File: config.mk
export PLATFORM = sky130hd
export DESIGN_NAME = prog_ctr_fetch
export DESIGN_NICKNAME = d
export VERILOG_FILES = /design/src/rtl/prog_ctr_fetch_pkg.sv /design/src/rtl/prog_ctr_fetch_branch_lut.sv /design/src/rtl/prog_ctr_fetch.sv
export SDC_FILE = /design/constraint.sdc
export NUM_CORES = 1
export LEC_CHECK = 0
export ABC_AREA = 1
export BUFFER_PORTS_ARGS = -buffer_cell sky130_fd_sc_hd__buf_2
export CAP_MARGIN = 20
export CORE_UTILIZATION = 45
export CTS_CLUSTER_SIZE = 40
export DETAILED_ROUTE_END_ITERATION = 7
export MAX_ROUTING_LAYER = met4
export PLACE_DENSITY_LB_ADDON = 0.05
export SYNTH_ARGS = -nofsm -noshare
export SYNTH_HDL_FRONTEND = slang
export SYNTH_HIERARCHICAL = 1
export SYNTH_SLANG_ARGS = --single-unit
export TNS_END_PERCENT = 50
File: constraint.sdc
create_clock -name Clk -period 3.62 [get_ports Clk]
set_input_delay 0.181 -clock Clk [delete_from_list [all_inputs] [get_ports Clk]]
set_output_delay 0.181 -clock Clk [all_outputs]
set_load 0.01 [all_outputs]
File: src/rtl/prog_ctr_fetch_pkg.sv
// Shared fetch-stage definitions: FSM state enum, ALU op enum and branch-target LUT constants.
// Optional macro PC_REL_BRANCH_EN selects BR_LUT_REL (offsets) over BR_LUT_ABS (addresses).
package prog_ctr_fetch_pkg;

   localparam int PKG_PC_W      = 10;
   localparam int PKG_LUT_IDX_W = 4;
   localparam int LUT_DEPTH     = 1 << PKG_LUT_IDX_W;

   typedef enum logic [1:0] {
      IDLE,
      RUN,
      DONE
   } pc_state_t;

   typedef enum logic [2:0] {
      ALU_ADD,
      ALU_SUB,
      ALU_AND,
      ALU_OR,
      ALU_XOR,
      ALU_BEQ
   } alu_op_t;

   localparam logic [PKG_PC_W-1:0] BR_LUT_ABS [LUT_DEPTH] = '{
      10'd20, 10'd5, 10'd0, 10'd0, 10'd0, 10'd0, 10'd0, 10'd0,
      10'd0,  10'd0, 10'd0, 10'd0, 10'd0, 10'd0, 10'd0, 10'd1023
   };

   // Two's-complement offsets: entry 1 is -3.
   localparam logic [PKG_PC_W-1:0] BR_LUT_REL [LUT_DEPTH] = '{
      10'd4, 10'h3FD, 10'd0, 10'd0, 10'd0, 10'd0, 10'd0, 10'd0,
      10'd0, 10'd0,   10'd0, 10'd0, 10'd0, 10'd0, 10'd0, 10'd0
   };

endpackage

File: src/rtl/prog_ctr_fetch_branch_lut.sv
// Combinational branch-target ROM: BrIdx -> absolute target, or signed offset when
// PC_REL_BRANCH_EN is defined.
module branch_lut
   import prog_ctr_fetch_pkg::*;
#(
   parameter int PC_W      = PKG_PC_W,
   parameter int LUT_IDX_W = PKG_LUT_IDX_W
) (
   input  logic [LUT_IDX_W-1:0] idx,
   output logic [PC_W-1:0]      entry
);

   always_comb begin
`ifdef PC_REL_BRANCH_EN
      entry = PC_W'(BR_LUT_REL[idx]);
`else
      entry = PC_W'(BR_LUT_ABS[idx]);
`endif
   end

endmodule

File: src/rtl/prog_ctr_fetch.sv
// Program-counter / fetch-control stage: IDLE/RUN/DONE FSM, PC register and branch-target adder.
// Optional macro PC_REL_BRANCH_EN makes branches PC-relative.
module prog_ctr_fetch
   import prog_ctr_fetch_pkg::*;
#(
   parameter int PC_W      = PKG_PC_W,
   parameter int LUT_IDX_W = PKG_LUT_IDX_W,
   parameter int PROG_LEN  = 1024
) (
   input  logic                 Clk,
   input  logic                 Reset,
   input  logic                 Start,
   input  logic [PC_W-1:0]      StartAddr,
   input  logic                 Branch,
   input  logic [LUT_IDX_W-1:0] BrIdx,
   input  logic                 Halt,
   input  logic                 Stall,
   output logic [PC_W-1:0]      ProgCtr,
   output logic                 InstrValid,
   output logic                 BrTaken,
   output logic                 Done
);

   localparam logic [PC_W-1:0] LAST_PC = PC_W'(PROG_LEN - 1);

   pc_state_t       state, state_nxt;
   logic [PC_W-1:0] pc_nxt;
   logic            valid_nxt, br_nxt, done_nxt;
   logic [PC_W-1:0] lut_entry;
   logic [PC_W-1:0] target;

   branch_lut #(
      .PC_W      (PC_W),
      .LUT_IDX_W (LUT_IDX_W)
   ) u_lut (
      .idx   (BrIdx),
      .entry (lut_entry)
   );

`ifdef PC_REL_BRANCH_EN
   assign target = ProgCtr + lut_entry;
`else
   assign target = lut_entry;
`endif

   always_ff @(posedge Clk or posedge Reset) begin
      if (Reset) begin
         state      <= IDLE;
         ProgCtr    <= '0;
         InstrValid <= 1'b0;
         BrTaken    <= 1'b0;
         Done       <= 1'b0;
      end else begin
         state      <= state_nxt;
         ProgCtr    <= pc_nxt;
         InstrValid <= valid_nxt;
         BrTaken    <= br_nxt;
         Done       <= done_nxt;
      end
   end

   always_comb begin
      state_nxt = state;
      pc_nxt    = ProgCtr;
      valid_nxt = InstrValid;
      br_nxt    = 1'b0;
      done_nxt  = Done;
      case (state)
         RUN: begin
            if (Start) begin
               pc_nxt = StartAddr;
            end else if (Halt) begin
               state_nxt = DONE;
               valid_nxt = 1'b0;
               done_nxt  = 1'b1;
            end else if (Stall) begin
               pc_nxt = ProgCtr;
            end else if (Branch) begin
               pc_nxt = target;
               br_nxt = 1'b1;
            end else if (ProgCtr == LAST_PC) begin
               // End of program: hold the last address rather than wrapping.
               state_nxt = DONE;
               valid_nxt = 1'b0;
               done_nxt  = 1'b1;
            end else begin
               pc_nxt = ProgCtr + 1'b1;
            end
         end
         default: begin
            if (Start) begin
               state_nxt = RUN;
               pc_nxt    = StartAddr;
               valid_nxt = 1'b1;
               done_nxt  = 1'b0;
            end
         end
      endcase
   end

endmodule

==> summary.md <==
| Metric | Value |
|---|---|
| Vias in the first global route | around 1,100 |
| WL final | 2760 um |
| RSZ-0062 raised after global routing | false |
| R2r endpoint | ProgCtr[1] |
| Die height | 51.8 um |
| Total GRT Usage | 0.241 |
| Hold Vio Cnt, Final | 0 |
| I/O Pins | 33 |
| Hold WS | 159 ps |
| Area post-placement | 1240 sq um |
| Biggest area consumer among synthesized cells | dfrtp_1 |
| Post-CTS setup repair buffer count | 0 |
| # clock sinks | 13 |
| Setup slack, reg-to-reg | 2030 ps |
| TritonCTS clock tree | yes |
| Drt first pass iters | 4 |
| Post-synthesis sequential area ratio | 0.291 |
| Worst Hold Class | in -> reg |
| Cts bufs inserted | 3 |
| FF-to-FF path depth | 8 |
| TNS Setup | 0 ps |
| GRT overflow | 0 |
| Placed Cells | roughly 230 |
| Crit. End Element | flop |
| First-pass GRT wire length | ~4700 um |
| WP data arrival | 1760 ps |
| Combinational share of power | 0.379 |
| DR vias | 1,145 |
| CP startpoint | ProgCtr[1] |
| Final Cell Area | between 1000 and 1500 sq um |
| Slew headroom | 0.643 |
| Sequential share of power | 0.420 |
| Sw power | 0.201 mW |
| Leak | 0.704 nW |
| Via/cell ratio | 4.89 |
| Startpoint types | flop |
| Area delta synth->final | 14.3% |
| Clk_lat worst skew | 280 ps |
| Placer Congestion | approximately 0.85 |
| DRC | 0 |
| Die X | 51.8 um |
| Least-Margin Pin Slew | 536 ps |
| Status | completed |
| Slew Limit Fails | 0 |
| Clock group share of total power | 0.200 |
| Fin crit period | 1590 ps |
| H-tree levels | 1 |
| Largest net degree at the start of global routing | 16 |
| Ys flop type | dfrtp_1 |
| Initial core utilization | 0.491 |
| Share of cells above drive strength 1 | 0.252 |
| Routed Antenna Nets | 0 |
| Worst vdd ir | around 0.24 mV |
| Clock transition at path regs | approximately 90 ps |
| Avg Inst Size Synth | 6.24 sq um |
| Required time worst endpoint | between 3000 and 4000 ps |
| Crit path kind | reg -> reg |
| Gate Count Post-Synth | between 150 and 200 |
| Core area | approximately 2300 sq um |
| Layout Nets | 228 |
| Final setup fails | 0 |
| Achievable frequency | approximately 630 MHz |
| Critical R2R Launch | ProgCtr[1] |
| Final HPWL DP | 2050 um |
| Reported max-cap violation count | 0 |
| Fin crit share | 0.438 |
| Yosys warning total | 6 |
| Synthesized Nets | 200 |
| Die area | 2690 sq um |
| Internal power | 0.282 mW |
| Site Rows | 17 |
| Share of the synthesized area in the top cell type | 0.291 |
| Post-synth EDFFs | 0 |
| Switching Share | 0.416 |
| Skew final | 5.11 ps |
| Antenna diodes | 0 |
| Power, Total | 0.484 mW |
| Synth top area cells | dfrtp_1 29%, nand2_1 20%, nor2_1 10% |
| Initial antenna violation count | 0 |
| Final Non-Filler Cells | 234 |
| Filler Cell Count | 240 |
| WL/cell | about 12 um |
| Power Dens Cells | 379 nW/um^2 |
| Min-delay src | Start |
| Hold Path Stages | 2 |
| Root Driver | clkbuf_4 |
| Cell variety after synth | 26 |
| Clock tree buffer depth | 2 |
| End of the worst hold path | state[1] |
| Mapped Area | 1120 sq um |
| Seq cells post-synth | 13 |
| Synth top cells by count | 59 x nand2_1, 30 x nor2_1, 16 x inv_1 |
| Initial DRC Count | 36 |
| Ys async rst share | 1.00 |
| Buffers on Ports | 32 |
| Top-count cell post-synth | nand2_1 |
| CP max FO | 13 |
==> kinds of logic (layout without fill, tap and decap cells) <==
kind of cell    after synthesis  in the layout  synth area share
simple gates                115            115             0.457
xor+xnor                      1              1           0.00784
buf+inv                      28             55             0.124
compound gates               21             21             0.109
fa+ha+maj                     1              1            0.0112
flops                        13             13             0.291
==> flip-flops by register name (all words and copies together), names as in the netlist <==
signal,flops
BrTaken,1
ProgCtr,10
state,2
==> power groups by stage <==
| stage | clock network (mW) | logic (mW) | registers (mW) |
|---|---|---|---|
| 6_report | 0.0970 | 0.183 | 0.203 |
| 2_1_floorplan | 0 | 0.117 | 0.211 |
| 3_3_place_gp | 0 | 0.182 | 0.204 |
| 5_1_grt | 0.102 | 0.209 | 0.208 |
| 4_1_cts | 0.0985 | 0.185 | 0.203 |
| 3_5_place_dp | 0 | 0.183 | 0.206 |
==> how the worst max path moves through the flow <==
stage	to	slack, ps
after CTS	ProgCtr[1]	2030
after floorplan	ProgCtr[7]	2150
after detailed placement	ProgCtr[1]	2050
after global routing	ProgCtr[1]	1870
final	ProgCtr[1]	2030
after global placement	ProgCtr[1]	2140
==> layout make-up <==
type / instances / area (sq um) / area share
tap: 28 / 35.0 / 0.0274
multi-input combinational: 138 / 653 / 0.511
sequential: 13 / 325 / 0.255
timing repair buffer: 33 / 170 / 0.133
inverter: 18 / 67.6 / 0.0529
clock buffer: 4 / 26.3 / 0.0206
==> layer usage <==
layer / global-route usage / wire (um)
met4: 0.0811 / 31
met1: 0.317 / 1350
met2: 0.387 / 1300
met3: 0.0263 / 76
met5: - / 0
==> critical path, stage by stage (launching register included) <==
cell and delay, ps:
dfrtp_1 430, ha_1 230, nand2_2 110, nor2_4 130, nand3_2 100, nand2_2 100, nand2_4 130, inv_2 130
o21ai_0 90
==> through the flow <==
step / utilization / worst slack, ps
floorplan: - / 2150
global placement: 0.545 / 2140
detailed placement: 0.545 / 2050
CTS: 0.561 / 2030
global route: 0.561 / 1870
finish: 0.561 / 2030
==> layout by cell type, fill, tap and decap left out, types with 3 or more instances in the layout <==
cell type,synthesis,layout
inv_1,16,16
nand2_1,59,59
clkbuf_4,0,3
nor2_2,3,3
nand3_1,10,10
dfrtp_1,13,13
a21oi_1,4,4
buf_2,3,32
nand2_2,4,4
nor2_1,30,30
o21ai_0,12,12
==> repair_timing <==
item,4_1_cts,5_1_grt
hold buffers,1,0
hold endpoints to repair,13,0
resized for setup,0,0
(Power assumes the default switching activity.)
